[src/rtl/gray_ci_pkg.sv]
// Shared constants and FSM state type for the RGB565-to-grayscale custom instruction.
package gray_ci_pkg;

   localparam logic [15:0] GRAY_W_R   = 16'd54;
   localparam logic [15:0] GRAY_W_G   = 16'd183;
   localparam logic [15:0] GRAY_W_B   = 16'd19;
   localparam int          NUM_PIXELS = 4;

   typedef enum logic [1:0] {
      IDLE,
      CONVERT,
      DONE
   } state_t;

endpackage

[src/rtl/rgb565_gray_core.sv]
// Combinational grayscale conversion of one RGB565 pixel.
module rgb565_gray_core
   import gray_ci_pkg::*;
(
   input  logic [15:0] pixel,
   output logic [7:0]  gray
);

   logic [15:0] sum;

   // Worst case is 13792, so 16 bits never overflow.
   always_comb begin
      sum = {11'd0, pixel[15:11]} * GRAY_W_R
          + {10'd0, pixel[10:5]}  * GRAY_W_G
          + {11'd0, pixel[4:0]}   * GRAY_W_B;
   end

   assign gray = 8'(sum >> 8);

endmodule

[src/rtl/gray4_ci_sequencer.sv]
// Custom-instruction unit: four RGB565 pixels to four gray bytes, one pixel per clock
// through a single shared datapath.
module gray4_ci_sequencer
   import gray_ci_pkg::*;
#(
   parameter logic [7:0] customInstructionId = 8'd0
) (
   input  logic        clock,
   input  logic        reset,
   input  logic        start,
   input  logic [7:0]  iseId,
   input  logic [31:0] valueA,
   input  logic [31:0] valueB,
   output logic        done,
   output logic [31:0] result,
   output logic        busy
);

   state_t      state_q, state_d;
   logic [1:0]  cnt_q, cnt_d;
   logic [63:0] opnd_q, opnd_d;
   logic [31:0] acc_q, acc_d;
   logic        done_q, done_d;
   logic [31:0] result_q, result_d;
   logic        busy_q, busy_d;

   logic [15:0] pix;
   logic [7:0]  gray;

   assign pix = opnd_q[16*cnt_q +: 16];

   rgb565_gray_core u_core (
      .pixel (pix),
      .gray  (gray)
   );

   always_comb begin
      state_d  = state_q;
      cnt_d    = cnt_q;
      opnd_d   = opnd_q;
      acc_d    = acc_q;
      done_d   = 1'b0;
      result_d = 32'h0;
      busy_d   = busy_q;
      case (state_q)
         IDLE: begin
            if (start && (iseId == customInstructionId)) begin
               opnd_d  = {valueB, valueA};
               acc_d   = 32'h0;
               cnt_d   = 2'd0;
               busy_d  = 1'b1;
               state_d = CONVERT;
            end
         end
         CONVERT: begin
            acc_d[8*cnt_q +: 8] = gray;
            cnt_d = cnt_q + 2'd1;
            // Last pixel: publish the completed word straight into the output register.
            if (cnt_q == 2'(NUM_PIXELS - 1)) begin
               done_d   = 1'b1;
               result_d = acc_d;
               state_d  = DONE;
            end
         end
         DONE: begin
            busy_d  = 1'b0;
            state_d = IDLE;
         end
         default: begin
            busy_d  = 1'b0;
            state_d = IDLE;
         end
      endcase
   end

   always_ff @(posedge clock) begin
      if (reset) begin
         state_q  <= IDLE;
         cnt_q    <= 2'd0;
         opnd_q   <= 64'h0;
         acc_q    <= 32'h0;
         done_q   <= 1'b0;
         result_q <= 32'h0;
         busy_q   <= 1'b0;
      end else begin
         state_q  <= state_d;
         cnt_q    <= cnt_d;
         opnd_q   <= opnd_d;
         acc_q    <= acc_d;
         done_q   <= done_d;
         result_q <= result_d;
         busy_q   <= busy_d;
      end
   end

   assign done   = done_q;
   assign result = result_q;
   assign busy   = busy_q;

endmodule

[config.mk]
export PLATFORM = sky130hd
export DESIGN_NAME = gray4_ci_sequencer
export DESIGN_NICKNAME = d
export VERILOG_FILES = /design/src/rtl/gray_ci_pkg.sv /design/src/rtl/rgb565_gray_core.sv /design/src/rtl/gray4_ci_sequencer.sv
export SDC_FILE = /design/constraint.sdc
export NUM_CORES = 1
export LEC_CHECK = 0
export CAP_MARGIN = 20
export CORE_MARGIN = 4
export CORE_UTILIZATION = 55
export CTS_CLUSTER_SIZE = 8
export DETAILED_ROUTE_END_ITERATION = 8
export GPL_TIMING_DRIVEN = 0
export PLACE_DENSITY_LB_ADDON = 0.2
export SLEW_MARGIN = 15
export SYNTH_ARGS = -nofsm -noshare
export SYNTH_HDL_FRONTEND = slang
export SYNTH_SLANG_ARGS = --single-unit
[constraint.sdc]
create_clock -name clock -period 11.3 [get_ports clock]
set_input_delay 3.39 -clock clock [delete_from_list [all_inputs] [get_ports clock]]
set_output_delay 3.39 -clock clock [all_outputs]
set_load 0.1 [all_outputs]
Word-level counts from Yosys, hierarchy flattened
Index checks and enable logic that the tools add are counted.
- output and inout bits: 34
- register bits: 134
- bits of input ports: 75
- shift operators: 3
- $add $sub $neg: 4
- equality and inequality tests: 4
- reductions and logical operators: 10
- muxes and demuxes: 11
- $mul: 3
- bitwise operators: 2
- operators by type and width (operator ; count):
    $pmux W32 S2 ; 1
    $shiftx A64 B7 Y16 ; 1
    $neg A5 Y34 ; 1
    $shift A8 B34 Y32 const A ; 1
    $shiftx A8 B34 Y32 ; 1
    $bwmux W32 ; 1
    $mux W32 ; 1
    $mul A5 B5 Y10 const B ; 2
    $add A16 B10 Y16 ; 1
    $add A11 B14 Y15 ; 1
    $mul A6 B8 Y14 const B ; 1
    $logic_not A8 Y1 ; 1
    $pmux W2 S2 ; 2
    $reduce_and A2 Y1 ; 4
    $mux W2 ; 3
    $ne A2 B2 Y1 const B ; 2
    $reduce_or A3 Y1 ; 1
    $add A2 B1 Y2 const B ; 1
    $eq A2 B1 Y1 const B ; 1
    $eq A2 B2 Y1 const B ; 1
    $logic_not A2 Y1 ; 1
    $mux W1 ; 2
    $not A1 Y1 ; 2
    $pmux W1 S2 ; 1
    3 further kinds ; 3

Longest topological paths before layout
- word-level depth: 7
- depth in mapped cells: 27

Modules after synthesis
From an unflattened synthesis, not the netlist that was laid out.
- cell total of the unflattened synthesis: 778
- area, all modules: 8212.9 um^2
- by module, submodules not included (module ; sequential area each (um^2) ; instances ; cells an instance ; area an instance (um^2)):
    gray4_ci_sequencer ; 2682.6 ; 1 ; 514 ; 5784.3
    rgb565_gray_core ; 0.0 ; 1 ; 264 ; 2428.6

Worst setup path before layout
No wires, ideal clock.
- kind: reg-to-reg
- from: register cnt_q[0]
- to: register acc_q[14]
- data required time: 11176 ps
- path buffers: 2
- arrival: 7068 ps
- stages on the path, launching flop included: 26
- setup time: 124 ps
- slack: 4109 ps
- path through: dfxtp_1 -> buf_6 -> buf_1 -> mux4_2 -> fa_1 -> inv_1 -> fa_1 -> inv_1 -> fa_1 -> inv_1 -> fa_1 -> inv_1 -> ha_1 -> xnor2_1 -> ha_1 -> ha_1 -> fa_1 -> ha_1 -> and4_1 -> o2111ai_2 -> a211oi_2 -> o21a_4 -> o2111ai_4 -> nor2_4 -> xnor2_4 -> o21ai_1
- longest elaborated chain between the ends: 7
- RTL lines (what ; line ; text):
    start, declared ; gray4_ci_sequencer.sv:20 ; logic [1:0] cnt_q, cnt_d;
    start signal, assigned ; gray4_ci_sequencer.sv:87 ; cnt_q <= cnt_d;
    $shiftx A64 B7 Y16 ; gray4_ci_sequencer.sv:30 ; assign pix = opnd_q[16*cnt_q +: 16];
    $mul A6 B8 Y14 / $mul A5 B5 Y10 (equally long branches) ; rgb565_gray_core.sv:14, rgb565_gray_core.sv:13 ;
    $add A11 B14 Y15 ; rgb565_gray_core.sv:14 ; + {10'd0, pixel[10:5]} * GRAY_W_G
    $add A16 B10 Y16 ; rgb565_gray_core.sv:15 ; + {11'd0, pixel[4:0]} * GRAY_W_B;
    $shiftx A8 B34 Y32 ; gray4_ci_sequencer.sv:56 ; acc_d[8*cnt_q +: 8] = gray;
    $bwmux W32 * ; gray4_ci_sequencer.sv:56 ;
    $pmux W32 S2 * ; gray4_ci_sequencer.sv:45 ; case (state_q)
    end signal, assigned ; gray4_ci_sequencer.sv:81 ; acc_q <= 32'h0;
    end signal, assigned ; gray4_ci_sequencer.sv:89 ; acc_q <= acc_d;
    end, declared ; gray4_ci_sequencer.sv:22 ; logic [31:0] acc_q, acc_d;
Every way passes the cells marked *; elsewhere a longest branch is shown, timed or not.
A chain may end at the register's enable or synchronous reset.

Final worst setup path
- from: register cnt_q[0]
- to: register result_q[25] (netlist: result[25])
- longest elaborated chain between the ends: 6
- RTL lines (what ; line ; text):
    $shiftx A64 B7 Y16 ; gray4_ci_sequencer.sv:30 ;
    $mul A6 B8 Y14 / $mul A5 B5 Y10 (equally long branches) ; rgb565_gray_core.sv:14, rgb565_gray_core.sv:13 ;
    $add A11 B14 Y15 ; rgb565_gray_core.sv:14 ;
    $add A16 B10 Y16 ; rgb565_gray_core.sv:15 ;
    $shiftx A8 B34 Y32 ; gray4_ci_sequencer.sv:56 ;
    $bwmux W32 ; gray4_ci_sequencer.sv:56 ;
    end signal, assigned ; gray4_ci_sequencer.sv:91 ; result_q <= result_d;
    end, declared ; gray4_ci_sequencer.sv:24 ; logic [31:0] result_q, result_d;
Several ways; a longest one is shown, not always the timed one.

==> summary.txt <==
Status
  – Status: complete, no violations

Placement
  – Dpl cell area: 0.008851 sq mm
  – Dpl ws: 3.319 ns
  – RePlAce Congestion: 0.8483
  – I/O Buffers: 107
  – Post-DP HPWL: 14040 um

STA
  – Setup WS post-layout: 3.311 ns
  – Hold Vio Cnt, Final: 0
  – Final Cycle Share: 70.70%
  – Final setup viols: 0
  – Highest clock rate: 0.1252 GHz
  – Slew @ Worst Pin: 1.009 ns
  – Final Critical Period: 7.989 ns
  – Final Max Slew Viols: 0
  – Relative slew slack: 32.34%
  – Clock skew: 0.01105 ns
  – Setup TNS: 0 ns
  – Unrepaired setup endpoints after global routing: false

Logic synthesis
  – Ys flop type: dfxtp_1
  – FFs w/ async S/R, synth: 0%
  – Post-synth EDFFs: 0
  – YS warnings: 0
  – Yosys cell types: 51
  – Mapped Area: 0.007560 sq mm
  – Register area share after synthesis: 35.48%
  – Syn_nets: 1024
  – #FFs+latches synth: 134
  – Cells after Synth: 841
  – Mapped Avg Cell Area: 8.989 sq um

Floorplan
  – Initial core utilization: 56.64%
  – Die area: 0.01569 sq mm
  – Chip height: 125.2 um
  – Cell Rows: 42
  – IO Count: 109
  – Core outline area: 0.01335 sq mm
  – Die width: 125.2 um

Global routing
  – Largest net degree at the start of global routing: 17
  – Gr usage total: 23.82%
  – First-pass GRT wire length: 30280 um
  – Met1 GRT Util: 31.33%
  – Total gr overflow: 0
  – Vias in the first global route: 6401
  – Busiest grt layer: met2
  – Met2 usage: 39.80%
  – Initial antenna violation count: 0
  – Grt met3 use: 5.117%

Clock tree
  – Postcts setup bufs: 0
  – Clock sinks: 134
  – Worst-Skew Late Latency: 0.43 ns
  – Hold buffers post-CTS: 0
  – Clock tree from TritonCTS: done
  – Clock transition at the registers of the reported paths: 0.06 ns
  – CTS root buffer: clkbuf_16
  – Deepest clock path buffer count: 2
  – PostCTS Resize Cnt: 0
  – CTS buffer count: 17
  – Depth of the CTS H-tree: 4

Hold path
  – Worst hold endpoint: acc_q[13]
  – Hold path cells: 2
  – Worst hold path type: reg2reg
  – Hold Crit Start: acc_q[13]

Setup path
  – RR Startpoint: cnt_q[0]
  – R2R depth: 25
  – Crit-path max FO: 10
  – Critical path type: reg2reg
  – Worst R2R Setup Slack: 3.31 ns
  – CP Launch Type: register
  – Crit-path most repeated cell: fa_1
  – Crit path buffers/inverters: 6
  – Reg-to-Reg End: result[25]
  – Crit path capture type: register
  – Slowest library cell on the worst path: mux4_2
  – Critical Path Max Stage Delay: 0.73 ns
  – CP Data Required Time: 11.66 ns
  – WP data arrival: 8.35 ns
  – Worst path top cell family by delay: adder cells

Power
  – Peak VDD IR: 95.96 uV
  – Clock power share: 51.5%
  – Power per cell area: 111.9 mW/mm^2
  – Sequential Power Share: 44.7%
  – Sw power: 0.0002269 W
  – P_int: 0.0008308 W
  – Combinational share of power: 3.7%
  – Leakage power: 3.916 nW
  – Net Sw Frac: 21.45%

Flow run
  – # Max-Cap Violations: 0

Final layout
  – Final Instance Area: 0.009455 sq mm
  – Layout cells sized above 1: 6.314%
  – Final Net Count: 1152
  – Layout overhead on the synthesized area: 25.07%
  – Final Util: 70.84%
  – # diodes: 0

Route
  – Vias: 6349
  – Drt first pass iters: 5
  – DRT iter0 DRCs: 351
  – Final ANT Viol Nets: 0
  – WL final: 18090 um
  – Routed len/inst: 15.62 um
  – Vias per cell: 5.483
  – DRC errors left: 0
## power groups by stage
stage                     Combinational, W  Clock [W]  Sequential [W]
after floorplan                 0.00000871          0        0.000483
after global placement           0.0000385          0        0.000483
after detailed placement         0.0000387          0        0.000483
after CTS                        0.0000391   0.000549        0.000473
after global routing             0.0000421   0.000571        0.000473
final                            0.0000396   0.000545        0.000473
## kinds of logic after synthesis
logic type                 after synthesis  synth area share (%)
AOI/OAI and AO/OA                      187                 15.11
xor gates and xnor gates                22                 2.996
adders and majority gates              108                 20.85
buffers and inverters                  102                 5.280
DFF                                    134                 35.48
muxes                                   16                 4.965
and+or+nand+nor                        272                 15.31
## flip-flops by register name (all words and copies together) (netlist names)
| name | count |
|---|---|
| result | 32 |
| done | 1 |
| busy | 1 |
| acc_q | 32 |
| cnt_q | 2 |
| opnd_q | 64 |
| state_q | 2 |
## stage by stage
| stage | total power (W) | hold WS (ns) | cells |
|---|---|---|---|
| 3_5_place_dp | 0.0005220 | 0.4370 | 1124 |
| 3_3_place_gp | 0.0005218 | 0.4292 | 1124 |
| 2_1_floorplan | 0.0004920 | 0.4173 | 841 |
| 6_report | 0.001058 | 0.4478 | 1158 |
| 5_1_grt | 0.001086 | 0.4693 | 1158 |
| 4_1_cts | 0.001061 | 0.4491 | 1156 |
## area by class of cell
cell class | instances | area, sq um
Buffer | 34 | 143.9
Clock buffer | 19 | 442.9
Clock inverter | 13 | 146.4
Fill cell | 1050 | 3892
Inverter | 68 | 255.2
Multi-Input combinational cell | 605 | 4483
Sequential cell | 134 | 2683
Tap cell | 176 | 220.2
Timing Repair Buffer | 109 | 1081
## worst reg2reg max path: stages (launching register included)
cell and delay (ns):
dfxtp_1 0.41, buf_6 0.19, buf_1 0.70, mux4_2 0.74, fa_1 0.57, inv_1 0.05
fa_1 0.50, inv_1 0.05, fa_1 0.50, inv_1 0.07, fa_1 0.53, inv_1 0.04
ha_1 0.34, xnor2_1 0.19, ha_1 0.25, ha_1 0.31, fa_1 0.49, ha_1 0.32
and4_1 0.21, o211ai_1 0.10, o221ai_1 0.13, nor2_1 0.25, o21bai_1 0.11, xor2_1 0.58
a21oi_1 0.16, nor2_1 0.13
## Yosys cell counts (all sizes together) (6+ instances only)
| cell type | number | area, sq um |
|---|---|---|
| fa | 30 | 600.6 |
| mux4 | 16 | 375.4 |
| nor3 | 7 | 35.03 |
| nor2 | 40 | 157.6 |
| clkbuf | 26 | 97.59 |
| o21a | 7 | 67.57 |
| a32o | 12 | 120.1 |
| a21oi | 100 | 500.5 |
| a211oi | 6 | 50.05 |
| xnor2 | 17 | 182.7 |
| ha | 78 | 975.9 |
| inv | 68 | 255.2 |
| nand2 | 183 | 686.9 |
| o21ai | 44 | 227.7 |
| buf | 8 | 46.29 |
| dfxtp | 134 | 2683 |
| and3 | 6 | 37.54 |
| nor2b | 18 | 112.6 |
## worst max path at each step
| stage | slack (ns) | endpoint | start | depth (start not counted) |
|---|---|---|---|---|
| after CTS | 3.24 | result[1] | cnt_q[0] | 25 |
| after floorplan | 4.11 | acc_q[14] | cnt_q[0] | 25 |
| after global routing | 2.76 | result[9] | cnt_q[0] | 25 |
| after global placement | 3.34 | result[1] | cnt_q[0] | 25 |
| final | 3.31 | result[25] | cnt_q[0] | 25 |
| after detailed placement | 3.32 | result[1] | cnt_q[0] | 25 |
## cells in the final DEF, fill, tap and decap left out, types with 6 or more instances in the layout
cell type	n
a21oi_1	100
a32o_1	12
and3_1	6
clkbuf_1	27
clkbuf_16	17
clkdlybuf4s50_1	107
dfxtp_1	134
fa_1	30
ha_1	78
inv_1	68
mux4_2	12
nand2_1	183
nor2_1	39
nor2b_1	18
nor3_1	7
o21ai_0	25
o21ai_1	17
xnor2_1	14
## routing by layer
layer / share of wire, % / routed length, um
met1: 45 / 8068
met2: 47 / 8500
met3: 6.7 / 1209
met4: 1.7 / 313
met5: 0 / 0
No activity file was read; power rests on OpenSTA's default activity.
